`src/rtl/jacaranda_pkg.sv`:
```
// Shared widths, defaults and the buffered-entry type for the instruction fetch path.
package jacaranda_pkg;

  localparam int ADDR_W = 8;
  localparam int INSTR_W = 8;
  localparam int FIFO_DEPTH = 2;
  localparam logic [ADDR_W-1:0] RESET_PC_DEFAULT = 8'h00;

  typedef struct packed {
    logic [ADDR_W-1:0]  pc;
    logic [INSTR_W-1:0] instr;
  } fetch_entry_t;

  // Sequential fetch address; wraps naturally at the top of the 8-bit space.
  function automatic logic [ADDR_W-1:0] next_pc(input logic [ADDR_W-1:0] pc);
    return pc + ADDR_W'(1);
  endfunction

endpackage

```
`src/rtl/fetch_unit_if.sv`:
```
// Fetch-side bus: instruction memory port, redirect request and the decode handshake.
interface fetch_unit_if;
  import jacaranda_pkg::*;

  logic [ADDR_W-1:0]  imem_addr;
  logic [INSTR_W-1:0] imem_instr;
  logic               redirect_valid;
  logic [ADDR_W-1:0]  redirect_pc;
  logic               out_valid;
  logic [INSTR_W-1:0] out_instr;
  logic [ADDR_W-1:0]  out_pc;
  logic               out_ready;

  modport master (
    output imem_addr, out_valid, out_instr, out_pc,
    input  imem_instr, redirect_valid, redirect_pc, out_ready
  );

  modport slave (
    input  imem_addr, out_valid, out_instr, out_pc,
    output imem_instr, redirect_valid, redirect_pc, out_ready
  );

endinterface

```
`src/rtl/fetch_fifo.sv`:
```
// Two-entry prefetch buffer: head register feeds the output, tail holds the younger entry.
module fetch_fifo
  import jacaranda_pkg::*;
#(
  parameter int DEPTH = FIFO_DEPTH
) (
  input  logic         clock,
  input  logic         reset,
  input  logic         push,
  input  logic         pop,
  input  logic         flush,
  input  fetch_entry_t din,
  output fetch_entry_t dout,
  output logic [1:0]   count
);

  localparam logic [1:0] FULL = 2'(DEPTH);

  fetch_entry_t head_q, head_d;
  fetch_entry_t tail_q, tail_d;
  logic [1:0]   count_q, count_d;

  // Head keeps its old contents when the buffer empties, so out_instr/out_pc hold.
  always_comb begin
    head_d  = head_q;
    tail_d  = tail_q;
    count_d = count_q;
    if (flush) begin
      count_d = 2'd0;
    end else begin
      unique case ({push, pop})
        2'b10: begin
          if (count_q == 2'd0) begin
            head_d = din;
          end else begin
            tail_d = din;
          end
          count_d = count_q + 2'd1;
        end
        2'b01: begin
          if (count_q == FULL) begin
            head_d = tail_q;
          end
          count_d = count_q - 2'd1;
        end
        2'b11: begin
          if (count_q == FULL) begin
            head_d = tail_q;
            tail_d = din;
          end else begin
            head_d = din;
          end
        end
        default: begin
        end
      endcase
    end
  end

  always_ff @(posedge clock or posedge reset) begin
    if (reset) begin
      head_q  <= '0;
      tail_q  <= '0;
      count_q <= 2'd0;
    end else begin
      head_q  <= head_d;
      tail_q  <= tail_d;
      count_q <= count_d;
    end
  end

  assign dout  = head_q;
  assign count = count_q;

endmodule

```
`src/rtl/fetch_unit.sv`:
```
// Instruction fetch front end: owns fetch_pc and the push/pop/redirect control
// around a two-entry prefetch buffer.
module fetch_unit
  import jacaranda_pkg::*;
#(
  parameter logic [ADDR_W-1:0] RESET_PC = RESET_PC_DEFAULT,
  parameter int                DEPTH    = FIFO_DEPTH
) (
  input  logic          clock,
  input  logic          reset,
  fetch_unit_if.master  bus
);

  logic [ADDR_W-1:0] fetch_pc_q, fetch_pc_d;
  logic [1:0]        fifo_count;
  fetch_entry_t      fifo_din;
  fetch_entry_t      fifo_dout;
  logic              buf_valid;
  logic              buf_full;
  logic              do_pop;
  logic              do_push;

  // out_valid comes straight from the registered occupancy, never from out_ready.
  assign buf_valid = (fifo_count != 2'd0);
  assign buf_full  = (fifo_count == 2'(DEPTH));

  // A redirect wins over everything: it flushes, and neither pushes nor pops.
  assign do_pop  = buf_valid && bus.out_ready && !bus.redirect_valid;
  assign do_push = !bus.redirect_valid && (!buf_full || do_pop);

  assign fifo_din.pc    = fetch_pc_q;
  assign fifo_din.instr = bus.imem_instr;

  always_comb begin
    fetch_pc_d = fetch_pc_q;
    if (bus.redirect_valid) begin
      fetch_pc_d = bus.redirect_pc;
    end else if (do_push) begin
      fetch_pc_d = next_pc(fetch_pc_q);
    end
  end

  always_ff @(posedge clock or posedge reset) begin
    if (reset) begin
      fetch_pc_q <= RESET_PC;
    end else begin
      fetch_pc_q <= fetch_pc_d;
    end
  end

  fetch_fifo #(
    .DEPTH (DEPTH)
  ) u_fifo (
    .clock (clock),
    .reset (reset),
    .push  (do_push),
    .pop   (do_pop),
    .flush (bus.redirect_valid),
    .din   (fifo_din),
    .dout  (fifo_dout),
    .count (fifo_count)
  );

  assign bus.imem_addr = fetch_pc_q;
  assign bus.out_valid = buf_valid;
  assign bus.out_instr = fifo_dout.instr;
  assign bus.out_pc    = fifo_dout.pc;

endmodule

```
`src/flat_wrapper.sv`:
```
// flat-port wrapper written by rule: the top's interface ports become plain ports
module fetch_unit_flat import jacaranda_pkg::*;
#(
  parameter logic [ADDR_W-1:0] RESET_PC = RESET_PC_DEFAULT,
  parameter int                DEPTH    = FIFO_DEPTH
)
  (clock, reset, bus_imem_addr, bus_out_valid, bus_out_instr, bus_out_pc, bus_imem_instr, bus_redirect_valid, bus_redirect_pc, bus_out_ready);
  fetch_unit_if bus_i ();
  input  logic clock;
  input  logic reset;
  output wire logic [$bits(bus_i.imem_addr)-1:0] bus_imem_addr;
  output wire logic [$bits(bus_i.out_valid)-1:0] bus_out_valid;
  output wire logic [$bits(bus_i.out_instr)-1:0] bus_out_instr;
  output wire logic [$bits(bus_i.out_pc)-1:0] bus_out_pc;
  input wire logic [$bits(bus_i.imem_instr)-1:0] bus_imem_instr;
  input wire logic [$bits(bus_i.redirect_valid)-1:0] bus_redirect_valid;
  input wire logic [$bits(bus_i.redirect_pc)-1:0] bus_redirect_pc;
  input wire logic [$bits(bus_i.out_ready)-1:0] bus_out_ready;
  assign bus_imem_addr = bus_i.imem_addr;
  assign bus_out_valid = bus_i.out_valid;
  assign bus_out_instr = bus_i.out_instr;
  assign bus_out_pc = bus_i.out_pc;
  assign bus_i.imem_instr = bus_imem_instr;
  assign bus_i.redirect_valid = bus_redirect_valid;
  assign bus_i.redirect_pc = bus_redirect_pc;
  assign bus_i.out_ready = bus_out_ready;
  fetch_unit #(.RESET_PC(RESET_PC), .DEPTH(DEPTH)) u_core (.clock(clock), .reset(reset), .bus(bus_i));
endmodule
```
`config.mk`:
```
export PLATFORM = sky130hd
export DESIGN_NAME = fetch_unit_flat
export DESIGN_NICKNAME = d
export VERILOG_FILES = /design/src/rtl/jacaranda_pkg.sv /design/src/rtl/fetch_unit_if.sv /design/src/rtl/fetch_fifo.sv /design/src/rtl/fetch_unit.sv /design/src/flat_wrapper.sv
export SDC_FILE = /design/constraint.sdc
export NUM_CORES = 1
export LEC_CHECK = 0
export CAP_MARGIN = 5
export CORE_MARGIN = 10
export CORE_UTILIZATION = 46
export CTS_BUF_LIST = sky130_fd_sc_hd__clkbuf_4 sky130_fd_sc_hd__clkbuf_8
export CTS_CLUSTER_SIZE = 40
export DETAILED_ROUTE_END_ITERATION = 10
export PLACE_DENSITY = 0.77
export SETUP_SLACK_MARGIN = 0.15
export SYNTH_ARGS = -nofsm -noshare
export SYNTH_HDL_FRONTEND = slang
export SYNTH_SLANG_ARGS = --single-unit
```
`constraint.sdc`:
```
create_clock -name clock -period 1.8 [get_ports clock]
set_input_delay 0.54 -clock clock [delete_from_list [all_inputs] [get_ports clock]]
set_output_delay 0.54 -clock clock [all_outputs]
set_load 0.005 [all_outputs]
```
Yosys cells after proc, flatten, opt, wreduce, memory -nomap -nowiden
Index checks and enable logic that the tools add are counted.

word-level totals
  register bits after elaboration = 42
  bits of input ports = 20
  output and inout bits = 25

operators by class
  add/sub/neg operators = 3
  equal/unequal tests = 8
  multiplexer cells = 11
  bitwise logic cells = 1
  reductions and logical operators = 14

operators by type and width
  kind                                                    number
  two-way mux 16 bit                                      5
  one-hot mux 16 bit (3 select lines)                     1
  one-hot mux 16 bit (2 select lines)                     1
  two-way mux 8 bit                                       2
  adder 8 x 1 -> 8 bit (second input constant)            1
  AND reduction 4 bit                                     2
  equality test 2 bit (second input constant)             3
  nonzero test 2 bit                                      3
  nonzero test 3 bit                                      2
  inequality test 2 x 1 -> 1 bit (second input constant)  2
  inequality test 2 bit (second input constant)           2
  one-hot mux 2 bit (2 select lines)                      1
  logical AND 1 bit                                       3
  adder 2 x 1 -> 2 bit (second input constant)            1
  equality test 2 x 1 -> 1 bit (second input constant)    1
  logical NOT 1 bit                                       2
  logical NOT 2 bit                                       1
  two-way mux 2 bit                                       1
  subtractor 2 x 1 -> 2 bit (second input constant)       1
  logical OR 1 bit                                        1
  inverter 1 bit                                          1

Logic depth before layout (Yosys ltp)
Gate-level depths: netlist of the first run.

  depth in word-level cells = 8
  mapped depth = 5
  gate-level depth less buffers = 4

Hierarchy
A second synthesis of the first run with hierarchy kept.

second synthesis, totals
  cells, all modules = 199
  area, all modules = 2184.6 µm²

by module, submodules not included
  module      times used  cells each  area each (µm²)  sequential area each (µm²)
  fetch_fifo  1           150         1706.6           850.8
  fetch_unit  1           49          478.0            200.2

Least setup slack after synthesis of the first run
Ideal clock, no wire load.

  path kind = input -> register
  start = input port bus_out_ready
  end = register u_core.u_fifo.head_q (netlist bit u_core.u_fifo.dout[0])
  arrival = 1713 ps
  data required time = 1675 ps
  slack = -38 ps
  stages on the path = 5
  buffers on the path = 2
  cells stage by stage = nor4bb_1 buf_2 buf_4 mux2_1 mux2_2

on the way
  longest elaborated chain between the ends = 7
  elaborated cells on any way between the ends = 12
  classes of those cells = 5 x eq/ne; 1 x mux; 6 x reduce/logical

RTL lines
  what                                                                           line                source
  start, declared                                                                flat_wrapper.sv:18  input wire logic [$bits(bus_i.out_ready)-1:0] bus_out_ready;
  logical AND 1 bit (*) (2 in a row)                                             fetch_unit.sv:28    assign do_pop = buf_valid && bus.out_ready && !bus.redirect_valid;
  logical OR 1 bit                                                               fetch_unit.sv:29    assign do_push = !bus.redirect_valid && (!buf_full || do_pop);
  logical AND 1 bit                                                              fetch_unit.sv:29
  equality test 2 x 1 -> 1 bit or equality test 2 bit (tied branches)            fetch_fifo.sv:31    unique case ({push, pop})
  inequality test 2 x 1 -> 1 bit (no source line), or another cell as far along  -
  AND reduction 4 bit (no source line)                                           -
  end signal, assigned                                                           fetch_fifo.sv:62    head_q <= '0;
  end signal, assigned                                                           fetch_fifo.sv:66    head_q <= head_d;
  end, declared                                                                  fetch_fifo.sv:19    fetch_entry_t head_q, head_d;

Mark *: on every way between the ends. The rest lies on a longest branch, timed or not.
A chain may end at the register's enable or synchronous reset.

Final worst setup path of the first run
  start = register u_core.u_fifo.count_q[0], in the netlist u_core.u_fifo.count[0]
  end = register u_core.u_fifo.tail_q[6] (netlist bit)

on the way
  longest elaborated chain between the ends = 8
  elaborated cells on any way between the ends = 15
  classes of those cells = 5 x eq/ne; 1 x mux; 9 x reduce/logical

RTL lines
  what                                                                           line              source
  start, declared                                                                fetch_fifo.sv:21  logic [1:0] count_q, count_d;
  start signal, assigned                                                         fetch_fifo.sv:68  count_q <= count_d;
  nonzero test 2 bit                                                             fetch_unit.sv:24  assign buf_valid = (fifo_count != 2'd0);
  logical AND 1 bit (2 in a row)                                                 fetch_unit.sv:28
  logical OR 1 bit                                                               fetch_unit.sv:29
  logical AND 1 bit                                                              fetch_unit.sv:29
  equality test 2 bit                                                            fetch_fifo.sv:31
  inequality test 2 x 1 -> 1 bit (no source line), or another cell as far along  -
  AND reduction 4 bit (no source line)                                           -
  end signal, assigned                                                           fetch_fifo.sv:67  tail_q <= tail_d;
  end, declared                                                                  fetch_fifo.sv:20  fetch_entry_t tail_q, tail_d;

Several ways; a longest one is shown, not always the timed one.

==> results of run 1 <==
[stage by stage]
stage,instances,worst slack (ns)
floorplan,149,0.01116
global placement,251,-0.4386
detailed placement,251,-0.4972
CTS,278,-0.1337
global route,280,-0.1451
finish,280,-0.08738
[report_power, final]
part / switching, mW / total (mW) / leakage (nW) / internal, mW
registers: 0.145 / 1.31 / 0.489 / 1.17
clock network: 0.316 / 0.640 / 0.0517 / 0.325
logic: 0.320 / 0.922 / 0.885 / 0.602
total: 0.780 / 2.87 / 1.43 / 2.09
[what timing repair did]
| action | 4_1_cts | 5_1_grt |
|---|---|---|
| resized for setup | 79 | 8 |
| cloned | 3 | 0 |
| setup buffers | 16 | 2 |
| pin swaps | 10 | 8 |
| endpoints found under the hold margin | 0 | 0 |
| endpoints found under the setup margin | 66 | 41 |
[metal layers]
layer	vias up	global-route usage	wire (um)
met5	-	0	0
met2	62	0.2793	2886
met4	0	0.07934	173
met3	14	0.05927	374
li1	699	-	-
met1	785	0.1918	2364
[flip-flops by register name, indices dropped and copies added, names as in the netlist]
name	flops
u_core.u_fifo.count	2
u_core.u_fifo.dout	16
u_core.u_fifo.tail_q	16
u_core.bus.imem_addr	8
[cell usage after synthesis]
cell / count
dfrtp_1: 42
mux2_1: 25
mux2_2: 23
nand2_1: 8
nand3_1: 5
or4_1: 5
a31oi_1: 4
nor2_1: 4
buf_4: 3
inv_1: 3
o31ai_1: 3
a21oi_1: 2
a21oi_2: 2
buf_2: 2
o211ai_1: 2
o21ai_0: 2
clkbuf_1: 1
clkinv_1: 1
ha_1: 1
mux2i_1: 1
nand2b_1: 1
nand3b_1: 1
nand4_1: 1
nor3b_1: 1
nor4bb_1: 1
o21ai_1: 1
or2_1: 1
or2_2: 1
or3_1: 1
xor2_1: 1
[worst register-to-register path, cell delays in order (launching register included)]
cell,delay [ns]
dfrtp_2,0.42
buf_6,0.13
buf_6,0.11
buf_6,0.11
nand3b_1,0.22
a21oi_4,0.28
clkbuf_16,0.22
mux2_4,0.30
[kinds of logic after synthesis]
group	synth area share
XOR/XNOR	0.004508
flip-flops	0.5409
multiplexers	0.2833
buffers and inverters	0.02640
adder cells (fa/ha/maj)	0.006438
AND/OR/NAND/NOR	0.08436
AO/OA/AOI/OAI	0.05408
[cell usage in the layout, fill, tap and decap left out, types with 3 or more instances in the layout]
cell	n
buf_12	4
buf_4	20
buf_6	8
clkbuf_8	6
clkdlybuf4s50_1	17
dfrtp_1	36
dfrtp_2	6
dlygate4sd2_1	26
inv_1	3
mux2_4	48
nand2_1	8
nand3_1	5
nor2_1	4
or4_1	3
[worst paths after layout]
| path | startpoint | end | slack, ns | depth (start not counted) |
|---|---|---|---|---|
| setup reg to reg | u_core.u_fifo.count[0]$_DFFE_PP0P_ | u_core.u_fifo.tail_q[6]$_DFFE_PP0P_ | -0.09 | 7 |
| hold reg to reg | u_core.u_fifo.dout[2]$_DFFE_PP0P_ | u_core.u_fifo.dout[2]$_DFFE_PP0P_ | 0.51 | 1 |
| max in group asynchronous | reset | u_core.u_fifo.count[0]$_DFFE_PP0P_ | 0.97 | 3 |
| setup / recovery | u_core.u_fifo.count[0]$_DFFE_PP0P_ | u_core.u_fifo.tail_q[6]$_DFFE_PP0P_ | -0.09 | 7 |
| min in group asynchronous | reset | u_core.u_fifo.tail_q[14]$_DFFE_PP0P_ | 0.62 | 3 |
| hold / removal | u_core.u_fifo.dout[2]$_DFFE_PP0P_ | u_core.u_fifo.dout[2]$_DFFE_PP0P_ | 0.51 | 1 |
[layout make-up]
| cell class | instances | area [um2] |
|---|---|---|
| Multi-Input combinational cell | 97 | 1106 |
| Clock inverter | 1 | 5.005 |
| Sequential cell | 42 | 1059 |
| Inverter | 4 | 15.01 |
| Fill cell | 251 | 937.1 |
| Tap cell | 50 | 62.56 |
| Timing Repair Buffer | 79 | 783.3 |
| Clock buffer | 7 | 90.09 |
==> metrics, run 1 <==
status=finished with violations; failing checks=setup timing; root buf cell=clkbuf_8; Setup Skew=0.009332 ns; Synth top area share=0.5409; Post-DP HPWL=3448 um; core area=4058 um2; max-cap violation count=0; total negative slack=-2.035 ns; Final Instance Area=3120 um2; die width=85.00 um; area leader, netlist=dfrtp_1; Slowest cell on crit path=dfrtp_2; final design utilization=0.7690; Max-Slew Margin vs Limit=0.7650; Routed wire per std cell=20.71 um; Post-Synthesis Cells=149; Achievable Freq=529.8 MHz; First-pass DRT Iterations=4; DR vias/cell=5.571; area delta synth->final=60.59%; required time of the critical path=1.98 ns; worst path bufs/invs=4; first-pass GRT wire length=9832 um; Leak=1.425 nW; Max VDD drop=0.4807 mV; critical path's most frequent cell=buf_6; Slew Viols, Final=0; crit path DAT=2.06 ns; syn_nets=170; Final Hold Slack=0.5066 ns; Synth area leaders=dfrtp_1 54%, mux2_1 14%, mux2_2 13%; setup ws final=-0.08738 ns; CP Class=reg2reg; post-synthesis cell type count=30; total congestion overflow=0; # hold bufs at CTS=0; Area after DPL=2663 um2; largest net degree at the start of global routing=43; vias in the first global route=1813; Yosys reg bits=42; yosys warns=0; Antenna diodes=0; sequential cell area fraction in the yosys report=0.5409; GR Util All Layers=0.1696; fin crit share=1.049; clk slew on worst S/H paths=0.08 ns; Initial Util=0.4789; Worst-Margin Slew=0.3503 ns; initial antenna violation count=0; H-tree Lvls=2; vias=1560; RePlAce Congestion=0.7897; CTS Buffer Depth=2; Tmin final=1.887 ns; Nets=250; worst-path maximum fanout=8; Worst Setup End Kind=register; HP Class=reg2reg; proportion of layout cells with a drive suffix above 1=0.4739; Worst path top cell family by delay=buffers and inverters; unrepaired setup endpoints after global routing=yes; # setup viols final=32; Mean Syn Cell Area=13.04 um2; Routed WL=5798 um; power per cell area=921.2 nW/um2; Largest stage delay, worst path=0.42 ns; die area=7224 um2; Cell Rows=23; Final Hold Viols=0; Netlist Area Pre-Place=1943 um2; CTS tree=done; CP cell instances=buf_6, buf_6, buf_6, nand3b_1, a21oi_4, clkbuf_16, mux2_4; IO Count=45; Clock Latency Late Sink=0.30 ns; DR iter-0 viols=53; Worst setup SP type=register; final antenna-violating net count=0; port buffer count=44; TritonCTS Buffers=5; drt drc=0; clk sinks=42; Design Power=2.875 mW; Die H=85.00 um
No activity file was read; power rests on OpenSTA's default activity.
==> inputs of run 2 (changes only) <==
--- a/config.mk
+++ b/config.mk
@@ -11,8 +11,10 @@
 export CTS_BUF_LIST = sky130_fd_sc_hd__clkbuf_4 sky130_fd_sc_hd__clkbuf_8
 export CTS_CLUSTER_SIZE = 40
 export DETAILED_ROUTE_END_ITERATION = 10
+export HOLD_SLACK_MARGIN = 0.05
 export PLACE_DENSITY = 0.77
 export SETUP_SLACK_MARGIN = 0.15
 export SYNTH_ARGS = -nofsm -noshare
 export SYNTH_HDL_FRONTEND = slang
 export SYNTH_SLANG_ARGS = --single-unit
+export TNS_END_PERCENT = 10
==> run 2 against run 1 <==
Effect of this change: the flow still finishes with violations (setup timing); die area did not move; setup slack improved by 0.077 ns; maximum frequency rose by 4.3%; register-to-register slack improved by 0.08 ns; sequential share of layout area rose by 2.1 points; flip-flop and latch count did not move; clock skew rose by 0.0018 ns; global-route usage fell by 2.5 points; total power rose by 0.42%; count of clock-buffer cells in the layout did not move; worst hold slack improved by 0.0028 ns; largest power group unchanged; highest routed layer unchanged.
==> metrics, run 2 (synthesis results as in run 1) <==
status=finished with violations (unchanged); failing checks=setup timing (unchanged); Final Hold Viols=0 (unchanged); max-cap violation count=0 (unchanged); port buffer count=44 (unchanged); Slew Viols, Final=0 (unchanged); vias=1457 (was 1560); fin crit share=1.006 (was 1.049); area of the multi-input gates=1051 um2 (was 1106 um2); die area=7224 um2 (unchanged); First-pass DRT Iterations=4 (unchanged); Nets=235 (was 250); drt drc=0 (unchanged); required time of the critical path=1.99 ns (was 1.98 ns); total congestion overflow=0 (unchanged); IO Count=45 (unchanged); register area=1059 um2 (unchanged); worst r2r src=u_core.u_fifo.count[0]$_DFFE_PP0P_ (unchanged); CP Class=reg2reg (unchanged); Initial Util=0.4789 (unchanged); WHS Path Cells=1 (unchanged); Hold EP=u_core.u_fifo.dout[14]$_DFFE_PP0P_ (was u_core.u_fifo.dout[2]$_DFFE_PP0P_); fill cell count=257 (was 251); Achievable Freq=552.5 MHz (was 529.8 MHz); Setup Skew=0.01110 ns (was 0.009332 ns); R2R Path End=u_core.u_fifo.dout[12]$_DFFE_PP0P_ (was u_core.u_fifo.tail_q[6]$_DFFE_PP0P_); initial antenna violation count=0 (unchanged); Post-DP HPWL=3298 um (was 3448 um); H-tree Lvls=2 (unchanged); power per cell area=981.7 nW/um2 (was 921.2 nW/um2); R2R cell count=6 (was 7); pre-CTS setup slack=-0.4875 ns (was -0.4972 ns); Max-Slew Margin vs Limit=0.8035 (was 0.7650); commonest non-fill, non-tap cell in the layout=mux2_4 (unchanged); setup ws final=-0.009921 ns (was -0.08738 ns); Antenna diodes=0 (unchanged); Cell Rows=23 (unchanged); vias in the first global route=1597 (was 1813); final antenna-violating net count=0 (unchanged); proportion of layout cells with a drive suffix above 1=0.4140 (was 0.4739); worst-path maximum fanout=8 (unchanged); HP Class=reg2reg (unchanged); TritonCTS Buffers=5 (unchanged); DR vias/cell=5.498 (was 5.571); Worst-Margin Slew=0.2923 ns (was 0.3503 ns); Worst Setup End Kind=register (unchanged); Die H=85.00 um (unchanged); Area after DPL=2648 um2 (was 2663 um2); first-pass GRT wire length=8473 um (was 9832 um); Worst setup SP type=register (unchanged); total negative slack=-0.01893 ns (was -2.035 ns); # hold bufs at CTS=0 (unchanged); RePlAce Congestion=0.7652 (was 0.7897); DR iter-0 viols=64 (was 53); Final Instance Area=2940 um2 (was 3120 um2); clk slew on worst S/H paths=0.08 ns (about the same); CTS tree=done (unchanged); core area=4058 um2 (unchanged); CTS Buffer Depth=2 (unchanged); crit path DAT=2.00 ns (was 2.06 ns); Clock Latency Late Sink=0.30 ns (about the same); most frequent cells in the layout=48 x mux2_4, 36 x dfrtp_1, 26 x dlygate4sd2_1 (unchanged); internal reg-to-reg setup slack=-0.01 ns (was -0.09 ns); die width=85.00 um (unchanged); # setup viols final=2 (was 32); Routed WL=5116 um (was 5798 um); GR Util All Layers=0.1451 (was 0.1696); largest net degree at the start of global routing=43 (unchanged); Routed wire per std cell=19.31 um (was 20.71 um); Worst Hold Launch=u_core.u_fifo.dout[14]$_DFFE_PP0P_ (was u_core.u_fifo.dout[2]$_DFFE_PP0P_); Tmin final=1.810 ns (was 1.887 ns); area delta synth->final=51.32% (was 60.59%); clk sinks=42 (unchanged); root buf cell=clkbuf_8 (unchanged); Max VDD drop=0.4232 mV (was 0.4807 mV); Leak=1.338 nW (was 1.425 nW); unrepaired setup endpoints after global routing=yes (unchanged)
-- run 2: stage by stage --
stage | utilization | hold WS [ns] | power, mW | instances
floorplan | - | 0.4541 | 1.639 | 149
detailed placement | 0.6525 | 0.4750 | 2.031 | 250
global route | 0.7246 | 0.5275 | 3.044 | 265
finish | 0.7246 | 0.5094 | 2.887 | 265
CTS | 0.7154 | 0.4976 | 2.862 | 265
global placement | 0.6525 | 0.4651 | 1.984 | 250
-- run 2: cell type report --
cell class,instances,share of cell area
Clock buffer,7,0.02851
Clock inverter,1,0.01021
Inverter,4,0.005106
Multi-Input combinational cell,97,0.3574
Sequential cell,42,0.3600
Tap cell,50,0.02128
Timing Repair Buffer,64,0.2174
-- run 2: worst max-delay path, stage by stage (launching register included) --
cell,delay (ns)
dfrtp_2,0.42
buf_6,0.13
nor4bb_4,0.27
buf_6,0.17
buf_12,0.14
mux2_4,0.31
mux2_4,0.26
-- run 2: metal layers --
metal	share of wire	wire, um	track usage	vias up
met5	0	0	0	-
met4	0.026	132	0.05539	0
met3	0.078	401	0.05736	14
met2	0.48	2470	0.2234	71
met1	0.41	2111	0.1778	701
li1	-	-	-	671
-- run 2: where the power goes --
group	total, mW	switching (mW)	internal [mW]
registers	1.32	0.148	1.17
clock network	0.761	0.315	0.445
logic	0.810	0.273	0.537
total	2.89	0.736	2.15
-- run 2: what timing repair did --
action | 4_1_cts | 5_1_grt
endpoints found under the setup margin | 65 | 38
cloned | 1 | 0
gates resized for setup | 60 | 9
pin swaps | 2 | 4
setup buffers | 6 | 0
-- run 2: worst max path at each step --
stage | startpoint | endpoint | slack, ns | cells after the start
after detailed placement | bus_redirect_valid | u_core.u_fifo.dout[8]$_DFFE_PP0P_ | -0.49 | 5
after global routing | u_core.u_fifo.count[0]$_DFFE_PP0P_ | bus_out_valid | -0.04 | 2
final | u_core.u_fifo.count[0]$_DFFE_PP0P_ | u_core.u_fifo.dout[12]$_DFFE_PP0P_ | -0.01 | 6
after floorplan | bus_redirect_valid | u_core.u_fifo.dout[0]$_DFFE_PP0P_ | 0.01 | 5
after global placement | bus_redirect_valid | u_core.u_fifo.dout[11]$_DFFE_PP0P_ | -0.44 | 5
after CTS | u_core.u_fifo.count[0]$_DFFE_PP0P_ | bus_out_valid | 0.004 | 2
